`src/rtl/rr_arb4_stage.sv`:
```
// rr_arb4_stage
//
// Four-channel round-robin arbiter feeding a single registered output
// stage. Each cycle in which the output register can be (re)loaded, one
// requesting channel is granted. The search starts at a rotating pointer
// and ends at the pointer + 3 (mod 4). The granted word and its channel
// index appear on the outputs one cycle later.
//
// Ports
//   clk        in   1         single clock, rising edge
//   rst        in   1         synchronous, active-high reset
//   in_valid   in   4         per-channel request
//   in_data    in   [3:0][N]  per-channel data, channel i in in_data[i]
//   in_ready   out  4         one-hot accept of the granted channel (comb.)
//   out_valid  out  1         output register holds a word
//   out_ready  in   1         downstream accepts when out_valid is high
//   out_data   out  N         registered word of the granted channel
//   sel        out  2         channel index of the word in out_data
//
// State    | meaning
// ---------+-----------------------------------------------
// S_EMPTY  | output register holds no word (out_valid = 0)
// S_FULL   | output register holds a word  (out_valid = 1)

module rr_arb4_stage #(
    parameter int N = 8
) (
    input  logic                clk,
    input  logic                rst,
    input  logic [3:0]          in_valid,
    input  logic [3:0][N-1:0]   in_data,
    output logic [3:0]          in_ready,
    output logic                out_valid,
    input  logic                out_ready,
    output logic [N-1:0]        out_data,
    output logic [1:0]          sel
);

    typedef enum logic {
        S_EMPTY = 1'b0,
        S_FULL  = 1'b1
    } state_t;

    state_t         state_q, state_d;
    logic [N-1:0]   data_q, data_d;
    logic [1:0]     sel_q, sel_d;
    logic [1:0]     ptr_q, ptr_d;

    logic           load_slot;
    logic           gnt_any;
    logic [1:0]     gnt_idx;
    logic           grant;

    // Rotating priority search: the first requester at ptr, ptr+1, ptr+2
    // or ptr+3. The 2-bit add wraps modulo 4 on its own.
    always_comb begin
        logic [1:0] cand;
        cand    = 2'd0;
        gnt_any = 1'b0;
        gnt_idx = ptr_q;
        for (int k = 0; k < 4; k++) begin
            cand = ptr_q + 2'(k);
            if (!gnt_any && in_valid[cand]) begin
                gnt_any = 1'b1;
                gnt_idx = cand;
            end
        end
    end

    // Reset masks the slot so that no grant is shown or taken on a reset edge.
    assign load_slot = !rst && ((state_q == S_EMPTY) || out_ready);
    assign grant     = load_slot && gnt_any;
    assign in_ready  = grant ? (4'b0001 << gnt_idx) : 4'b0000;

    always_comb begin
        state_d = state_q;
        data_d  = data_q;
        sel_d   = sel_q;
        ptr_d   = ptr_q;
        if (grant) begin
            state_d = S_FULL;
            data_d  = in_data[gnt_idx];
            sel_d   = gnt_idx;
            ptr_d   = gnt_idx + 2'd1;
        end else if (load_slot) begin
            // Word drained (or nothing held) and nothing to load.
            state_d = S_EMPTY;
        end
    end

    always_ff @(posedge clk) begin
        if (rst) begin
            state_q <= S_EMPTY;
            data_q  <= '0;
            sel_q   <= 2'd0;
            ptr_q   <= 2'd0;
        end else begin
            state_q <= state_d;
            data_q  <= data_d;
            sel_q   <= sel_d;
            ptr_q   <= ptr_d;
        end
    end

    assign out_valid = (state_q == S_FULL);
    assign out_data  = data_q;
    assign sel       = sel_q;

endmodule

```
`config.mk`:
```
export PLATFORM = sky130hd
export DESIGN_NAME = rr_arb4_stage
export DESIGN_NICKNAME = d
export VERILOG_FILES = /design/src/rtl/rr_arb4_stage.sv
export SDC_FILE = /design/constraint.sdc
export NUM_CORES = 1
export LEC_CHECK = 0
export BUFFER_PORTS_ARGS = -buffer_cell sky130_fd_sc_hd__clkbuf_2
export CAP_MARGIN = 20
export CORE_UTILIZATION = 46
export DETAILED_ROUTE_END_ITERATION = 10
export PLACE_DENSITY = 0.83
export SLEW_MARGIN = 10
export SYNTH_ARGS = -nofsm -noshare
export SYNTH_HDL_FRONTEND = slang
export SYNTH_SLANG_ARGS = --single-unit
```
`constraint.sdc`:
```
create_clock -name clk -period 4.55 [get_ports clk]
set_clock_uncertainty 0.15 [all_clocks]
set_input_delay 0.91 -clock clk [delete_from_list [all_inputs] [get_ports clk]]
set_output_delay 0.91 -clock clk [all_outputs]
set_load 0.005 [all_outputs]
```
==> results of run 1 <==
power groups by stage:
stage	clock [W]	sequential, W	combinational (W)
2_1_floorplan	0	0.000146	0.000107
3_3_place_gp	0	0.000148	0.000148
3_5_place_dp	0	0.000149	0.000154
4_1_cts	0.0000743	0.000146	0.000154
5_1_grt	0.0000824	0.000149	0.000175
6_report	0.0000750	0.000146	0.000157
worst max-delay path by stage:
| stage | startpoint | end | depth (start not counted) |
|---|---|---|---|
| floorplan | in_valid[3] | in_ready[2] | 6 |
| global placement | in_valid[0] | in_ready[3] | 6 |
| detailed placement | in_valid[0] | in_ready[2] | 6 |
| CTS | in_valid[0] | in_ready[2] | 6 |
| global route | in_valid[0] | in_ready[2] | 6 |
| finish | in_valid[0] | in_ready[2] | 6 |
final cells by class:
type,count,area [µm²],share of cell area [%]
clock buffers,4,26.3,2.16
multi-input cells,106,617,50.7
flip-flops and latches,13,260,21.4
well taps,27,33.8,2.77
repair buffers,55,280,23.0
worst min-delay path, cell delays in order, from the launching register on:
cell and delay (ns):
dfxtp_1 0.31, nand2_1 0.05, a21oi_1 0.05
through the flow:
step	std cells	setup slack [ns]	utilization (%)	cell area, µm²	hold WS, ns
3_3_place_gp	200	1.03	61.0	1180	0.296
4_1_cts	204	0.959	62.3	1210	0.314
6_report	205	0.954	62.7	1220	0.309
5_1_grt	205	0.872	62.7	1220	0.337
3_5_place_dp	200	0.960	61.0	1180	0.302
2_1_floorplan	131	1.46	-	947	0.303
per-layer routing:
layer	share of wire, %	vias to the layer above
met5	0	-
met4	1.9	0
li1	-	586
met1	43	536
met3	7.4	8
met2	48	57
synth_stat cells (2+ instances only):
library cell	number
nand2b_1	2
buf_4	2
nor3_1	3
nand4_1	8
and3_1	3
buf_2	2
dfxtp_1	13
o21ai_0	16
o21ai_1	2
buf_6	2
a211oi_1	2
nand2_1	13
nand3_1	24
or4_1	2
o21bai_1	2
nor2b_1	4
nor2_1	5
a32o_1	8
a21oi_1	2
clkbuf_1	6
cells by family (layout without fill, tap and decap cells):
family,after synthesis,in the layout
xor gates and xnor gates,1,1
buffers and inverters,12,59
DFF,13,13
and+or+nand+nor,69,69
AOI/OAI and AO/OA,36,36
registers in the layout, indices dropped and copies added (netlist names):
register,flops
out_data,8
sel,2
out_valid,1
ptr_q,2
==> flow_summary.json, run 1 <==
{
  "status": "finished clean",
  "cts_buffer_depth": 2,
  "synth_top_family_by_area": "simple AND/OR/NAND/NOR gates",
  "synth.distinct_cells": 30,
  "hold_buffers": 0,
  "grt_pass1_wl_um": 4200,
  "nFillCells": 198,
  "cts.sinks": 13,
  "endpoint_kind": "output port",
  "clkPwrFrac_pct": 19.8,
  "clock_latency_ns": 0.28,
  "p_sw_share_pct": 38.0,
  "critPathKind": "in -> out",
  "yosys.area_share.simple_pct": 38.8,
  "yosys_register_bits": 13,
  "setup_violations": 0,
  "hp-start": "sel[1]",
  "hold_viol": 0,
  "crit_fanout": 17,
  "power_w": 0.000378,
  "floorplan.initialDensity_pct": 48.8,
  "cp-start-kind": "input pin",
  "coreArea_um2": 1940,
  "power_switching_w": 0.000144,
  "tns_ns": 0,
  "whs_path_depth": 2,
  "antenna_left": 0,
  "htree_levels": 1,
  "cts_root_buf": "clkbuf_4",
  "synthXorXnorAreaFrac_pct": 0.925,
  "synthAdderAreaFrac_pct": 0,
  "power.share.combinational_pct": 41.4,
  "mostFrequentLayoutCells": "clkbuf_2, nand3_1, o21ai_0, nand2_1, dfxtp_1",
  "use_met3_pct": 4.23,
  "synthMuxAreaShare_pct": 0,
  "first_iter_violations": 24,
  "cts_tree": "built",
  "p_leak_nw": 0.564,
  "syn_area_um2": 947,
  "die-width_um": 47.4,
  "drt_wl_total_um": 2770,
  "synth_compound_area_share_pct": 25.4,
  "avgSynthCellArea_um2": 7.23,
  "clk_pin_slew_ns": 0.08,
  "met1_usage_pct": 35.5,
  "place_hpwl_um": 1970,
  "p_seq_share_pct": 38.7,
  "grt_start_max_net_pins": 18,
  "synthCells": 131,
  "rows": 16,
  "cp_top_family": "simple AND/OR/NAND/NOR gates",
  "finalCritPeriodShare_pct": 79.0,
  "mostFrequentLayoutCell": "clkbuf_2",
  "rsz0062_at_grt": "no",
  "synth_edf_count": 0,
  "hold_path.class": "reg -> reg",
  "crit_required_ns": 3.49,
  "reg2reg_from": "ptr_q[1]",
  "drt-pass1-iter-count": 4,
  "cts_setup_buffers": 0,
  "ys_top_cells_by_area": "dfxtp_1, nand3_1, a32o_1, o21ai_0, nand4_1",
  "yosysTopAreaCell": "dfxtp_1",
  "fp.dieArea_um2": 2240,
  "final_layout_size_suffix_gt1_share_pct": 34.8,
  "drc": 0,
  "slew_viol_final": 0,
  "cts_resized": 0,
  "io_pins": 54,
  "tightest_slew_ns": 0.711,
  "rr_endpoint": "out_data[6]",
  "cts-buffers-inserted": 3,
  "worstPathArrival_ns": 2.54,
  "grt_overflow": 0,
  "powerDensity_nw_per_um2": 311,
  "yosysSeqAreaShare_pct": 27.5,
  "gp_congestion": 0.754,
  "crit_chain": "clkbuf_2 > nor2b_1 > or4_1 > nand2_2 > and3_1 > clkbuf_2",
  "fmax_ghz": 0.278,
  "maxCapViolations": 0,
  "met2_usage_pct": 41.6,
  "syn_nets": 170,
  "r2r_cells": 5,
  "ys.flop_type": "dfxtp_1",
  "die_h_um": 47.4,
  "max_stage_delay_ns": 0.83,
  "synth_top_cell_area_share_pct": 27.5,
  "intPower_w": 0.000234,
  "portBuffers": 53,
  "path_common_cell": "clkbuf_2",
  "worst-path-buf-inv": 2,
  "grt_pass1_vias": 993,
  "peakVddDrop_uv": 176,
  "hold_path_end": "sel[1]",
  "async_flop_share_pct": 0,
  "regToRegSetupSlack_ns": 2.31,
  "vias": 1187,
  "final.min_clock_period_ns": 3.60,
  "ys_warn_count": 0,
  "slowest_stage": "or4_1",
  "track_usage_pct": 26.8,
  "busiest_layer": "met2",
  "diodes": 0,
  "max-slew-margin-rel_pct": 52.4,
  "vias_per_cell": 5.79,
  "antenna_found_initial": 0,
  "nNetsFinal": 218,
  "detail_route.wl_per_cell_um": 13.5,
  "area_growth_pct": 28.5
}
(Power assumes the default switching activity.)
==> run 2: changes to the inputs <==
Settings changed: ABC_AREA set to 1, CORE_UTILIZATION 46 to 42, PLACE_DENSITY 0.83 to 0.75.
Clock period 4.55 ns to 3.2 ns, I/O delays scaled along.
==> flow_summary.json, run 2 <==
{
  "status": "finished clean",
  "final.min_clock_period_ns": 2.92,
  "hold_viol": 0,
  "track_usage_pct": 20.4,
  "coreArea_um2": 2730,
  "gp_congestion": 0.775,
  "yosysTopAreaCell": "nand2_1",
  "cts_buffer_depth": 2,
  "portBuffers": 53,
  "holdWs_ns": 0.305,
  "hold_path.class": "reg -> reg",
  "intPower_w": 0.000650,
  "p_sw_share_pct": 54.9,
  "syn_area_um2": 1200,
  "grt_pass1_wl_um": 5200,
  "crit_required_ns": 2.41,
  "vias_per_cell": 4.73,
  "synth_edf_count": 0,
  "cts-buffers-inserted": 3,
  "powerDensity_nw_per_um2": 953,
  "final_cells": 298,
  "place_inst": 294,
  "critPathKind": "reg -> out",
  "synth.distinct_cells": 20,
  "final_layout_size_suffix_gt1_share_pct": 31.1,
  "floorplan.initialDensity_pct": 43.9,
  "cts_root_buf": "clkbuf_4",
  "die-width_um": 55.5,
  "grt_start_max_net_pins": 14,
  "antenna_found_initial": 0,
  "power_switching_w": 0.000791,
  "io_pins": 54,
  "worstPathArrival_ns": 2.13,
  "fmax_ghz": 0.343,
  "cts_tree": "built",
  "max-slew-margin-rel_pct": 76.9,
  "clkPwrFrac_pct": 6.9,
  "area_growth_pct": 25.9,
  "drt-pass1-iter-count": 4,
  "endpoint_kind": "output port",
  "htree_levels": 1,
  "ys.flop_type": "dfxtp_1",
  "cts_resized": 0,
  "setup_violations": 0,
  "clk_pin_slew_ns": 0.07,
  "clock_latency_ns": 0.28,
  "place_hpwl_um": 2330,
  "antenna_left": 0,
  "tns_ns": 0,
  "rsz0062_at_grt": "no",
  "ys_warn_count": 0,
  "tightest_slew_ns": 0.345,
  "met2_usage_pct": 34.1,
  "first_iter_violations": 37,
  "slew_viol_final": 0,
  "met1_usage_pct": 26.1,
  "synth_top_cell_area_share_pct": 38.4,
  "detail_route.wl_per_cell_um": 9.41,
  "largest_reg_flops": 8,
  "peakVddDrop_uv": 600,
  "syn_nets": 250,
  "power.share.combinational_pct": 75.4,
  "async_flop_share_pct": 0,
  "rows": 19,
  "synth.most_common_cell": "nand2_1",
  "p_seq_share_pct": 17.7,
  "busiest_layer": "met2",
  "avgSynthCellArea_um2": 5.69,
  "mostFrequentLayoutCells": "nand2_1, clkbuf_2, nand3_1, dfxtp_1, inv_1",
  "yosys_register_bits": 13,
  "cts_setup_buffers": 0,
  "ys_top_cells_by_area": "nand2_1, dfxtp_1, nand3_1, nand2_2, inv_1",
  "fp.dieArea_um2": 3080,
  "yosysSeqAreaShare_pct": 21.7,
  "vias": 1411,
  "regToRegSetupSlack_ns": 0.98,
  "p_leak_nw": 0.924,
  "diodes": 0,
  "cp-start-kind": "flip-flop",
  "fin_ws_ns": 0.283,
  "grt_overflow": 0,
  "place_ws_ns": 0.466,
  "drt_wl_total_um": 2810,
  "die_h_um": 55.5,
  "finalCritPeriodShare_pct": 91.1,
  "synthTopCellsByCount": "nand2_1, nand3_1, dfxtp_1",
  "grt_pass1_vias": 1245,
  "use_met3_pct": 3.75,
  "drc": 0,
  "crit_fanout": 13,
  "cts.sinks": 13,
  "mostFrequentLayoutCell": "nand2_1",
  "hold_buffers": 0,
  "maxCapViolations": 0,
  "nNetsFinal": 307,
  "synthCells": 211
}
## run 2: cell count changes in the layout (fill, tap and decap cells not counted), moves of 3 or more
| cell | delta |
|---|---|
| nor2_2 | +3 |
| nand4_1 | -8 |
| a32o_1 | -8 |
| nor3_1 | -3 |
| o21ai_0 | -16 |
| nand2_2 | +7 |
| nor2b_1 | -4 |
| nand3_1 | +4 |
| and3_1 | -3 |
| inv_1 | +9 |
| nand2_1 | +110 |
| inv_2 | +3 |
## run 2: critical path: stages, from the launching register on
cell and delay (ns):
dfxtp_1 0.37, buf_4 0.21, nand2_1 0.08, nand2_2 0.16, nand2_2 0.08, nand2_4 0.11, nor2_8 0.06, nand2_2 0.08
nor2_2 0.06, nor2_4 0.17, nand3_2 0.15, nor2_1 0.17, clkbuf_2 0.14
## run 2: power groups by stage
stage | combinational [W] | sequential, W | clock, W
2_1_floorplan | 0.000869 | 0.000263 | 0
3_3_place_gp | 0.00109 | 0.000259 | 0
3_5_place_dp | 0.00109 | 0.000258 | 0
4_1_cts | 0.00110 | 0.000255 | 0.000102
5_1_grt | 0.00126 | 0.000264 | 0.000113
6_report | 0.00109 | 0.000255 | 0.000100
## run 2: worst paths after layout
kind / start / cells past startpoint / to
worst max-delay path: ptr_q[0] / 12 / in_ready[2]
worst min-delay path: out_data[2] / 2 / out_data[2]
worst max register to register: ptr_q[1] / 16 / out_data[6]
worst min register to register: out_data[2] / 2 / out_data[2]
## run 2: metal layers
layer | routed length (µm) | part of all wire [%]
met1 | 1340 | 48
met2 | 1260 | 45
met3 | 161 | 5.7
met4 | 42 | 1.5
met5 | 0 | 0
## run 2: area by class of cell
cell class	count	area (µm²)
fill	305	1220
tap	31	38.8
sequential	13	260
inverter	12	45.0
multi-input combinational	182	855
timing repair buffer	56	288
clock buffer	4	26.3
## run 2: stage by stage
stage	instance area, µm²	util, %	power [W]
3_5_place_dp	1490	54.4	0.00135
2_1_floorplan	1200	-	0.00113
3_3_place_gp	1490	54.4	0.00135
5_1_grt	1510	55.3	0.00164
6_report	1510	55.3	0.00144
4_1_cts	1510	55.3	0.00145
## run 2: cells by family after synthesis
| family | share of synthesized area [%] |
|---|---|
| simple gates | 67.6 |
| flops | 21.7 |
| buf+inv | 7.19 |
| compound gates | 3.54 |
==> run 3: changes to the inputs <==
Settings changed: CELL_PAD_IN_SITES_DETAIL_PLACEMENT set to 1, CELL_PAD_IN_SITES_GLOBAL_PLACEMENT set to 1, CORE_MARGIN set to 2, CORE_UTILIZATION 42 to 27, PLACE_DENSITY 0.75 to not set, PLACE_DENSITY_LB_ADDON set to 0.1.
==> flow_summary.json, run 3 (synthesis gave the netlist of run 2 again) <==
{
  "largest_reg_flops": 8,
  "cts_resized": 0,
  "mostFrequentLayoutCells": "nand2_1, clkbuf_2, nand3_1, dfxtp_1, inv_1",
  "hold_viol": 0,
  "slew_viol_final": 0,
  "max-slew-margin-rel_pct": 74.9,
  "gp_congestion": 0.734,
  "track_usage_pct": 15.1,
  "finalCritPeriodShare_pct": 91.8,
  "rsz0062_at_grt": "no",
  "mostFrequentLayoutCell": "nand2_1",
  "die_h_um": 70.7,
  "antenna_found_initial": 0,
  "status": "finished clean",
  "cts.sinks": 13,
  "rows": 24,
  "post-route-util_pct": 36.0,
  "io_pins": 54,
  "die-width_um": 70.7,
  "clk_pin_slew_ns": 0.06,
  "critPathKind": "reg -> out",
  "htree_levels": 1,
  "final.min_clock_period_ns": 2.94,
  "portBuffers": 53,
  "worstPathArrival_ns": 2.15,
  "cts_buffer_depth": 2,
  "tns_ns": 0,
  "drt_wl_total_um": 3590,
  "antenna_left": 0,
  "cts_tree": "built",
  "place_ws_ns": 0.270,
  "powerDensity_nw_per_um2": 964,
  "regToRegSetupSlack_ns": 1.00,
  "hold_buffers": 0,
  "first_iter_violations": 42,
  "final_layout_size_suffix_gt1_share_pct": 31.2,
  "grt_start_max_net_pins": 15,
  "power_w": 0.00150,
  "nFillCells": 624,
  "cts_setup_buffers": 0,
  "drc": 0,
  "cts-buffers-inserted": 3,
  "vias": 1448,
  "grt_pass1_wl_um": 6160,
  "place_hpwl_um": 3040,
  "grt_overflow": 0,
  "grt_pass1_vias": 1365,
  "clock_latency_ns": 0.24,
  "detail_route.wl_per_cell_um": 11.3,
  "fin_ws_ns": 0.262,
  "fp.dieArea_um2": 5000,
  "diodes": 0,
  "cts_root_buf": "clkbuf_8",
  "floorplan.initialDensity_pct": 27.8,
  "drt-pass1-iter-count": 4,
  "endpoint_kind": "output port",
  "setup_violations": 0,
  "hold_path.class": "reg -> reg",
  "final_area_um2": 1560,
  "crit_required_ns": 2.41,
  "maxCapViolations": 0,
  "cp-start-kind": "flip-flop",
  "p_leak_nw": 0.928,
  "post_dp_cell_area_um2": 1510,
  "area_growth_pct": 29.6,
  "nNetsFinal": 306,
  "crit_fanout": 14,
  "coreArea_um2": 4320,
  "fmax_ghz": 0.340,
  "peakVddDrop_uv": 237,
  "tightest_slew_ns": 0.375,
  "vias_per_cell": 4.55
}
run 3: cell types whose count changed in the layout (fill, tap and decap cells not counted), sizes merged:
cell	before	now
buf	3	2
run 3: through the flow:
step | instances | hold WS [ns]
2_1_floorplan | 211 | 0.296
5_1_grt | 318 | 0.323
4_1_cts | 318 | 0.309
3_5_place_dp | 314 | 0.299
3_3_place_gp | 314 | 0.289
6_report | 318 | 0.305
run 3: metal layers:
metal / up-vias / wire length [µm] / GRT usage, %
met3: 2 / 244 / 3.70
li1: 773 / - / -
met4: 0 / 12 / 1.26
met5: - / 0 / 0
met2: 38 / 1560 / 24.3
met1: 635 / 1770 / 21.4
run 3: area by class of cell:
type | count | area, µm² | share of cell area (%)
well taps | 52 | 65.1 | 4.18
inverters | 12 | 45.0 | 2.89
repair buffers | 55 | 280 | 18.0
multi-input cells | 182 | 860 | 55.2
clock buffers | 4 | 45.0 | 2.89
flip-flops and latches | 13 | 262 | 16.8
run 3: path summary, 6_finish.rpt:
| check | startpoint | end | cells after the start |
|---|---|---|---|
| hold reg to reg | out_data[6] | out_data[6] | 2 |
| hold / removal | out_data[6] | out_data[6] | 2 |
| setup / recovery | ptr_q[0] | in_ready[2] | 12 |
| setup reg to reg | ptr_q[0] | out_data[0] | 11 |
run 3: power by group:
group,switching (W),leakage [nW],total [W],internal [W]
Sequential,0.0000367,0.108,0.000260,0.000223
Clock,0.0000605,0.0228,0.000148,0.0000879
Combinational,0.000736,0.798,0.00109,0.000357
run 3: worst max-delay path, cell delays in order, from the launching register on:
cell and delay (ns):
dfxtp_1 0.37, buf_4 0.21, nand2_1 0.08, nand2_2 0.16, nand2_2 0.08, nand2_4 0.11, nand2_1 0.10, nand2_1 0.07
nand2_1 0.08, nand2_4 0.10, nand2_2 0.19, nor2_1 0.20, clkbuf_2 0.14
